`config.mk`:
```
export PLATFORM = sky130hd
export DESIGN_NAME = soc_ifc_fuse_wr_tracker_flat
export DESIGN_NICKNAME = d
export VERILOG_FILES = /design/src/rtl/soc_ifc_fuse_wr_tracker_if.sv /design/src/rtl/soc_ifc_fuse_wr_tracker.sv /design/src/flat_wrapper.sv
export SDC_FILE = /design/constraint.sdc
export NUM_CORES = 1
export LEC_CHECK = 0
export CAP_MARGIN = 5
export CORE_MARGIN = 2
export CORE_UTILIZATION = 30
export CTS_BUF_LIST = sky130_fd_sc_hd__clkbuf_2
export CTS_CLUSTER_DIAMETER = 200
export DETAILED_ROUTE_END_ITERATION = 8
export GPL_TIMING_DRIVEN = 0
export PLACE_DENSITY_LB_ADDON = 0.05
export SYNTH_ARGS = -nofsm -noshare
export SYNTH_HDL_FRONTEND = slang
export SYNTH_SLANG_ARGS = --single-unit
```
`constraint.sdc`:
```
create_clock -name clk -period 3.4 [get_ports clk]
set_input_delay 0.34 -clock clk [delete_from_list [all_inputs] [get_ports clk]]
set_output_delay 0.34 -clock clk [all_outputs]
set_load 0.02 [all_outputs]
```
`src/rtl/soc_ifc_fuse_wr_tracker_if.sv`:
```
// SoC fuse-write request bus and forwarded fuse register-file write port.
// The master side is the SoC requester; the slave side is the tracker.
interface soc_ifc_fuse_wr_tracker_if #(
    parameter int ADDR_W = 8
);
    logic              soc_req_vld;
    logic [ADDR_W-1:0] soc_req_addr;
    logic [31:0]       soc_req_wdata;
    logic              fuse_we;
    logic [ADDR_W-1:0] fuse_wr_addr;
    logic [31:0]       fuse_wr_data;

    modport master (
        output soc_req_vld, soc_req_addr, soc_req_wdata,
        input  fuse_we, fuse_wr_addr, fuse_wr_data
    );

    modport slave (
        input  soc_req_vld, soc_req_addr, soc_req_wdata,
        output fuse_we, fuse_wr_addr, fuse_wr_data
    );
endinterface

```
`src/rtl/soc_ifc_fuse_wr_tracker.sv`:
```
// Gates SoC fuse writes, tracks written words, issues the one-shot fuse_done set.
// Define SOC_IFC_FUSE_WR_STRICT_EN to require every fuse word written before fuse_done is accepted.
//
// state     | meaning
// FT_WAIT   | boot FSM not in fuse-load; fuse and done writes rejected
// FT_OPEN   | fuse words forwarded and tracked; done write locks
// FT_LOCKED | fuse_done set (now or before warm reset); fuse writes rejected
module soc_ifc_fuse_wr_tracker #(
    parameter int NUM_FUSE_WORDS = 64,
    parameter int ADDR_W         = 8,
    parameter int FUSE_DONE_ADDR = NUM_FUSE_WORDS,
    localparam int CNT_W         = $clog2(NUM_FUSE_WORDS + 1)
) (
    input  logic             clk,
    input  logic             cptra_rst,
    input  logic             ready_for_fuses,
    input  logic             fuse_done_reg,
    soc_ifc_fuse_wr_tracker_if.slave bus,
    output logic             fuse_done_set,
    output logic             fuse_wr_done_observed,
    output logic             fuse_wr_err,
    output logic [CNT_W-1:0] fuse_wr_count
);

    localparam int IDX_W = (NUM_FUSE_WORDS > 1) ? $clog2(NUM_FUSE_WORDS) : 1;
    localparam logic [ADDR_W-1:0] NUM_WORDS_A = ADDR_W'(NUM_FUSE_WORDS);
    localparam logic [ADDR_W-1:0] DONE_A      = ADDR_W'(FUSE_DONE_ADDR);

    typedef enum logic [1:0] {
        FT_WAIT   = 2'd0,
        FT_OPEN   = 2'd1,
        FT_LOCKED = 2'd2
    } ft_state_e;

    ft_state_e                 state, state_nxt;
    logic [NUM_FUSE_WORDS-1:0] bitmap, bitmap_nxt;
    logic [CNT_W-1:0]          count, count_nxt;
    logic                      we_q, we_nxt;
    logic [ADDR_W-1:0]         addr_q, addr_nxt;
    logic [31:0]               data_q, data_nxt;
    logic                      set_q, set_nxt;
    logic                      obs_q, obs_nxt;
    logic                      err_q, err_nxt;

    logic             is_word, is_done, is_other, done_req;
    logic [IDX_W-1:0] idx;

    assign is_word  = bus.soc_req_vld && (bus.soc_req_addr < NUM_WORDS_A);
    assign is_done  = bus.soc_req_vld && (bus.soc_req_addr == DONE_A);
    assign is_other = bus.soc_req_vld && !is_word && !is_done;
    assign done_req = is_done && bus.soc_req_wdata[0];
    assign idx      = bus.soc_req_addr[IDX_W-1:0];

    always_ff @(posedge clk) begin
        if (cptra_rst) begin
            state  <= FT_WAIT;
            bitmap <= '0;
            count  <= '0;
            we_q   <= 1'b0;
            addr_q <= '0;
            data_q <= '0;
            set_q  <= 1'b0;
            obs_q  <= 1'b0;
            err_q  <= 1'b0;
        end else begin
            state  <= state_nxt;
            bitmap <= bitmap_nxt;
            count  <= count_nxt;
            we_q   <= we_nxt;
            addr_q <= addr_nxt;
            data_q <= data_nxt;
            set_q  <= set_nxt;
            obs_q  <= obs_nxt;
            err_q  <= err_nxt;
        end
    end

    always_comb begin
        state_nxt  = state;
        bitmap_nxt = bitmap;
        count_nxt  = count;
        we_nxt     = 1'b0;
        addr_nxt   = addr_q;
        data_nxt   = data_q;
        set_nxt    = 1'b0;
        obs_nxt    = obs_q;
        err_nxt    = 1'b0;

        unique case (state)
            FT_WAIT: begin
                if (is_word || is_done) err_nxt = 1'b1;
                if (ready_for_fuses) state_nxt = fuse_done_reg ? FT_LOCKED : FT_OPEN;
            end
            FT_OPEN: begin
                if (!ready_for_fuses) state_nxt = FT_WAIT;
                if (is_word) begin
                    we_nxt   = 1'b1;
                    addr_nxt = bus.soc_req_addr;
                    data_nxt = bus.soc_req_wdata;
                    // Count only first writes, so the count cannot exceed NUM_FUSE_WORDS.
                    if (!bitmap[idx]) begin
                        bitmap_nxt[idx] = 1'b1;
                        count_nxt       = count + CNT_W'(1);
                    end
                end else if (done_req) begin
`ifdef SOC_IFC_FUSE_WR_STRICT_EN
                    if (&bitmap) begin
                        set_nxt   = 1'b1;
                        obs_nxt   = 1'b1;
                        state_nxt = FT_LOCKED;
                    end else begin
                        err_nxt   = 1'b1;
                        state_nxt = FT_OPEN;
                    end
`else
                    set_nxt   = 1'b1;
                    obs_nxt   = 1'b1;
                    state_nxt = FT_LOCKED;
`endif
                end
            end
            FT_LOCKED: begin
                if (is_word) err_nxt = 1'b1;
                else if (done_req) obs_nxt = 1'b1;
            end
            default: state_nxt = FT_WAIT;
        endcase

        if (is_other) err_nxt = 1'b1;
    end

    assign bus.fuse_we           = we_q;
    assign bus.fuse_wr_addr      = addr_q;
    assign bus.fuse_wr_data      = data_q;
    assign fuse_done_set         = set_q;
    assign fuse_wr_done_observed = obs_q;
    assign fuse_wr_err           = err_q;
    assign fuse_wr_count         = count;

endmodule

```
`src/flat_wrapper.sv`:
```
// flat-port wrapper written by rule: the top's interface ports become plain ports
module soc_ifc_fuse_wr_tracker_flat 
#(
    parameter int NUM_FUSE_WORDS = 64,
    parameter int ADDR_W         = 8,
    parameter int FUSE_DONE_ADDR = NUM_FUSE_WORDS,
    localparam int CNT_W         = $clog2(NUM_FUSE_WORDS + 1)
)
  (clk, cptra_rst, ready_for_fuses, fuse_done_reg, fuse_done_set, fuse_wr_done_observed, fuse_wr_err, fuse_wr_count, bus_soc_req_vld, bus_soc_req_addr, bus_soc_req_wdata, bus_fuse_we, bus_fuse_wr_addr, bus_fuse_wr_data);
  soc_ifc_fuse_wr_tracker_if #(.ADDR_W(ADDR_W)) bus_i ();
  input  logic clk;
  input  logic cptra_rst;
  input  logic ready_for_fuses;
  input  logic fuse_done_reg;
  output logic fuse_done_set;
  output logic fuse_wr_done_observed;
  output logic fuse_wr_err;
  output logic [CNT_W-1:0] fuse_wr_count;
  input wire logic [$bits(bus_i.soc_req_vld)-1:0] bus_soc_req_vld;
  input wire logic [$bits(bus_i.soc_req_addr)-1:0] bus_soc_req_addr;
  input wire logic [$bits(bus_i.soc_req_wdata)-1:0] bus_soc_req_wdata;
  output wire logic [$bits(bus_i.fuse_we)-1:0] bus_fuse_we;
  output wire logic [$bits(bus_i.fuse_wr_addr)-1:0] bus_fuse_wr_addr;
  output wire logic [$bits(bus_i.fuse_wr_data)-1:0] bus_fuse_wr_data;
  assign bus_i.soc_req_vld = bus_soc_req_vld;
  assign bus_i.soc_req_addr = bus_soc_req_addr;
  assign bus_i.soc_req_wdata = bus_soc_req_wdata;
  assign bus_fuse_we = bus_i.fuse_we;
  assign bus_fuse_wr_addr = bus_i.fuse_wr_addr;
  assign bus_fuse_wr_data = bus_i.fuse_wr_data;
  soc_ifc_fuse_wr_tracker #(.NUM_FUSE_WORDS(NUM_FUSE_WORDS), .ADDR_W(ADDR_W), .FUSE_DONE_ADDR(FUSE_DONE_ADDR)) u_core (.clk(clk), .cptra_rst(cptra_rst), .ready_for_fuses(ready_for_fuses), .fuse_done_reg(fuse_done_reg), .bus(bus_i), .fuse_done_set(fuse_done_set), .fuse_wr_done_observed(fuse_wr_done_observed), .fuse_wr_err(fuse_wr_err), .fuse_wr_count(fuse_wr_count));
endmodule
```
Yosys cells after proc, flatten, opt, wreduce, memory -nomap -nowiden
Index checks and enable logic that the tools add are counted.
- memories kept: 0
- latch bits: 0
- logic and storage cells: 54
- output and inout bits: 51
- bits in read-only memories: 0
- RAM bits: 0
- bits in registers: 117
- input bits: 45
- shift-type cells: 0
- divide/modulo/power cells: 0
- multipliers: 0
- reductions and logical operators: 17
- multiplexer cells: 15
- equality and inequality tests: 4
- bitwise logic cells: 5
- magnitude comparators: 3
- add/sub/neg operators: 1
- operators with widths (operator ; count):
    64-bit bitwise OR ; 1
    2-bit two-way mux ; 5
    8-bit by 7-bit == test with 1-bit output, second input constant ; 1
    8-bit by 7-bit < comparator with 1-bit output, second input constant ; 1
    7-bit by 1-bit adder with 7-bit output, second input constant ; 1
    6-bit by 7-bit < comparator with 1-bit output, second input constant ; 1
    1-bit binary-select mux with 6-bit select ; 1
    1-bit demux with 6-bit select ; 1
    6-bit by 1-bit greater-or-equal comparator with 1-bit output, second input constant ; 1
    1-bit logical AND ; 6
    1-bit two-way mux ; 6
    2-bit case mux with 3 select lines ; 1
    3-bit AND reduction ; 2
    1-bit inverter ; 4
    2-bit AND reduction ; 2
    2-bit OR reduction ; 2
    3-bit OR reduction ; 1
    2-bit by 1-bit == test with 1-bit output, second input constant ; 1
    2-bit == test, second input constant ; 1
    1-bit zero test ; 2
    2-bit zero test ; 1
    2-bit inequality test, second input constant ; 1
    1-bit case mux with 2 select lines ; 1
    1-bit logical OR ; 1

Depth between registers and ports, before layout
- word-level depth: 6
- mapped depth: 11

Least setup slack after synthesis
Ideal clock, no wire load.
- kind: input port to flip-flop
- start: input port bus_soc_req_addr[2]
- end: register u_core.bitmap[39]
- stages on the path: 9
- setup time: 0.093 ns
- arrival time: 2.394 ns
- setup slack: 0.913 ns
- cell sequence: buf_2 mux2_4 a221o_1 o311ai_1 nand4_1 or3_1 buf_6 buf_6 o32ai_1
- cells in the longest elaborated chain, start to end: 5
- elaborated cells between the ends (all ways): 12
- those cells by class: order compare (3); mux (4); bitwise (2); reduce/logical (3)
- RTL lines (element ; RTL line ; text):
    start, declared ; flat_wrapper.sv:20 ; input wire logic [$bits(bus_i.soc_req_addr)-1:0] bus_soc_req_addr;
    6-bit by 7-bit < comparator with 1-bit output (not written as such) or 6-bit by 1-bit greater-or-equal comparator with 1-bit output (tied branches) ; soc_ifc_fuse_wr_tracker.sv:102 ; bitmap_nxt[idx] = 1'b1;
    1-bit logical AND (not written as such) ; soc_ifc_fuse_wr_tracker.sv:102 ;
    1-bit two-way mux (not written as such) ; soc_ifc_fuse_wr_tracker.sv:102 ;
    1-bit demux with 6-bit select ; n/a ;
    64-bit bitwise OR (no source line) ; n/a ;
    end signal, assigned ; soc_ifc_fuse_wr_tracker.sv:67 ; bitmap <= bitmap_nxt;
    end, declared ; soc_ifc_fuse_wr_tracker.sv:36 ; logic [NUM_FUSE_WORDS-1:0] bitmap, bitmap_nxt;
Parallel ways exist; a longest one is shown, timed or not. The select of a mux whose other input is x is not followed.
A chain may end at the register's enable or synchronous reset.

Worst setup path in the final report
- start: register u_core.state[1]
- end: register u_core.bitmap[46]
- cells in the longest elaborated chain, start to end: 2
- RTL lines (element ; RTL line ; text):
    start, declared ; soc_ifc_fuse_wr_tracker.sv:35 ; ft_state_e state, state_nxt;
    start signal, assigned ; soc_ifc_fuse_wr_tracker.sv:66 ; state <= state_nxt;
    2-bit by 1-bit == test with 1-bit output ; soc_ifc_fuse_wr_tracker.sv:89 ; unique case (state)
    3-bit AND reduction (no source line) ; n/a ;
Every way passes these cells.

==> reports/results.ini <==
[status]
outcome = finished, final reports clean

[synthesis]
synth_top_family_by_area = compound AO/OA/AOI/OAI gates
syn-num-nets = 624
synthFlopType = dfxtp_1
synth.avg_cell_area_um2 = 8.743
synth_area_leaders = dfxtp_1 (47%), o32ai_1 (11%), nand2_1 (7.5%)
synth_cell_types = 51
synthArstFlopShare_pct = 0
synth.ff_latch_count = 117
yosys.area_share.simple_pct = 16.13
synth_compound_area_share_pct = 20.68
yosys_warnings = 0
yosysTopAreaCellShare_pct = 46.59
seq_area_frac_synth_pct = 46.59
yosys-top-cells-count = dfxtp_1 (117), nand2_1 (100), inv_1 (73), o32ai_1 (63), a21oi_1 (50)
synth_adder_area_share_pct = 0.9955
synth_edf_count = 0
syn_inst = 575
synth_xor_area_share_pct = 0
synthMuxAreaShare_pct = 5.351
synth_area_mm2 = 0.005027
yosysTopAreaCell = dfxtp_1
yosysMostFrequentCell = dfxtp_1

[clocking]
path_clk_slew_ns = 0.18
postCtsHoldBufs = 0
clk_latency_ns = 0.74
htree_levels = 4
cts_tree = yes
ctsLongestPathBuffers = 2
root_buffer = clkbuf_2
cts_made_buffers = 17
cts-resized-gates = 0
cts_sinks = 117
cts_setup_buffers = 0

[routing]
wire_per_inst_um = 17.83
routed_via_density = 5.062
firstDrtPassIters = 5
drt_iter0_markers = 268
via_count = 4662
postRouteAntennaNets = 0
finalWirelength_mm = 16.42
drcViolationCount = 0

[final_layout]
fin_util_pct = 39.29
nets = 736
fillers = 1729
seq_area_mm2 = 0.002342
multiInputGateArea_mm2 = 0.002170
area_growth_pct = 28.70
drive_gt1_share_pct = 7.714

[setup_path]
regToRegEndpoint = u_core.bitmap[46]$_SDFFE_PP0P_
worstReg2RegStart = u_core.state[1]$_SDFFE_PP0P_
crit_path_end = u_core.bitmap[46]$_SDFFE_PP0P_
regToRegSetupSlack_ns = 0.36
crit_type = reg -> reg
cp.arrival_ns = 3.66
worst-path-max-fanout = 10
critical_path_required_ns = 4.01
critPathCaptureType = flip-flop
startpoint_type = flip-flop
critPathLaunch = u_core.state[1]$_SDFFE_PP0P_
rr_worst_depth = 11

[floorplan]
die-area_mm2 = 0.01781
start_util_pct = 30.53
fp-row-count = 47
die_w_um = 133.5
die_h_um = 133.5
io_pins = 96
core_area_mm2 = 0.01647

[sta]
finalClockSkew_ns = 0.03282
setup_viol_count_final = 0
fin_crit_sh_pct = 89.43
maxSlewViolCount = 0
post-route-min-period_ns = 3.041
worstMarginPinSlew_ns = 0.8775
final-hold-violation-count = 0
relSlewSlack_pct = 40.67
rsz0062_at_grt = no
max_freq_ghz = 0.3289

[global_routing]
gr-usage-all-layers_pct = 18.75
grt_max_degree = 17
gr-total-overflow = 0
grt_pass1_wl_mm = 25.43
antenna_found_initial = 1
grt_pass1_vias = 4463

[power]
power_density_mw_per_mm2 = 405.0
ir_worst_vdd_uv = 165.7
leakage_nw = 2.050
power_w = 0.002620

[placement]
gp_congestion = 0.8119
port_buffers = 93
dp_hpwl_mm = 11.66

[flow_run]
maxCapViolCount = 0

[min_path]
hp-class = in -> reg
min-delay-start = bus_soc_req_wdata[20]

[per-stage QoR]
stage	std cells	area (um2)	TNS [ns]	setup WS [ns]	hold slack [ns]
CTS	920	6467	0	0.2985	0.05856
finish	921	6470	0	0.3593	0.1348
floorplan	575	5027	0	0.9128	0.4293
global placement	888	6233	-12.11	-0.2800	0.4402
detailed placement	888	6233	-14.33	-0.2879	0.4440
global route	921	6470	0	0.1258	0.1012
[critical path, cell delays in order (launching register included)]
cell and delay (ns):
dfxtp_1 0.37, inv_1 0.08, ha_1 0.24, nand4bb_1 0.12
clkbuf_1 0.24, a221o_1 0.34, o311ai_1 0.29, nand4_1 0.21
or3_1 0.42, buf_6 0.17, buf_6 0.15, o32ai_1 0.30
[cell families (layout without fill, tap and decap cells)]
kind of cell,after synthesis,after routing
adder cells (fa/ha/maj),4,4
AO/OA/AOI/OAI,141,141
AND/OR/NAND/NOR,174,174
other,0,1
buffers and inverters,120,245
flip-flops,117,117
multiplexers,19,19
[report_power, final]
part / internal, W / switching [W] / total, W
Sequential: 0.00139 / 0.00000810 / 0.00139
Combinational: 0.000112 / 0.000170 / 0.000282
Clock: 0.000401 / 0.000544 / 0.000945
Total: 0.00190 / 0.000722 / 0.00262
[flip-flops by register name, summed over array words and instances (netlist names)]
name                          flops
u_core.bitmap                    64
u_core.bus.fuse_wr_data          32
u_core.bus.fuse_wr_addr           8
u_core.fuse_wr_count              7
u_core.state                      2
u_core.bus.fuse_we                1
u_core.fuse_done_set              1
u_core.fuse_wr_done_observed      1
u_core.fuse_wr_err                1
[worst min-delay path by stage]
stage,to,slack (ns),cells past startpoint
finish,u_core.bus.fuse_wr_data[20]$_SDFFE_PP0P_,0.13,3
global route,u_core.bus.fuse_wr_data[19]$_SDFFE_PP0P_,0.10,3
CTS,u_core.bus.fuse_wr_data[17]$_SDFFE_PP0P_,0.06,3
detailed placement,u_core.bitmap[8]$_SDFFE_PP0P_,0.44,2
global placement,u_core.bitmap[60]$_SDFFE_PP0P_,0.44,2
floorplan,u_core.bitmap[14]$_SDFFE_PP0P_,0.43,2
[layer usage]
metal / vias up / share of wire, % / global-route usage, %
met5: - / 0 / 0
met4: 0 / 1.9 / 6.619
met3: 29 / 4.7 / 4.300
met2: 118 / 48 / 31.13
met1: 2252 / 45 / 23.95
li1: 2263 / - / -
[layout by cell type, fill, tap and decap left out, types with 3 or more instances in the layout]
cell type	netlist	layout
a21oi_1	50	50
a221oi_1	3	3
and2_1	3	3
buf_1	7	7
buf_2	4	4
buf_6	8	8
bufinv_16	0	3
clkbuf_1	28	28
clkbuf_2	0	19
clkdlybuf4s50_1	0	93
clkinv_1	0	3
clkinv_2	0	6
dfxtp_1	117	117
ha_1	4	4
inv_1	73	73
mux2_1	8	8
mux2i_1	4	4
mux4_2	5	5
nand2_1	100	100
nand3_1	9	9
nand3b_1	6	6
nand4_1	3	3
nor2_1	17	17
nor2b_1	10	10
nor3_1	3	3
nor4_1	6	6
o22ai_1	3	3
o311ai_1	3	3
o32ai_1	63	63
or3_1	4	4
[area by class of cell]
| cell class | count | share of cell area, % |
|---|---|---|
| flip-flops and latches | 117 | 36.20 |
| multi-input cells | 338 | 33.53 |
| repair buffers | 93 | 14.39 |
| well taps | 220 | 4.254 |
| inverters | 73 | 4.235 |
| plain buffers | 47 | 3.732 |
| clock inverters | 13 | 2.147 |
| clock buffers | 19 | 1.470 |
| diodes | 1 | 0.03868 |
Note: power is estimated with default switching activity, not from simulation.
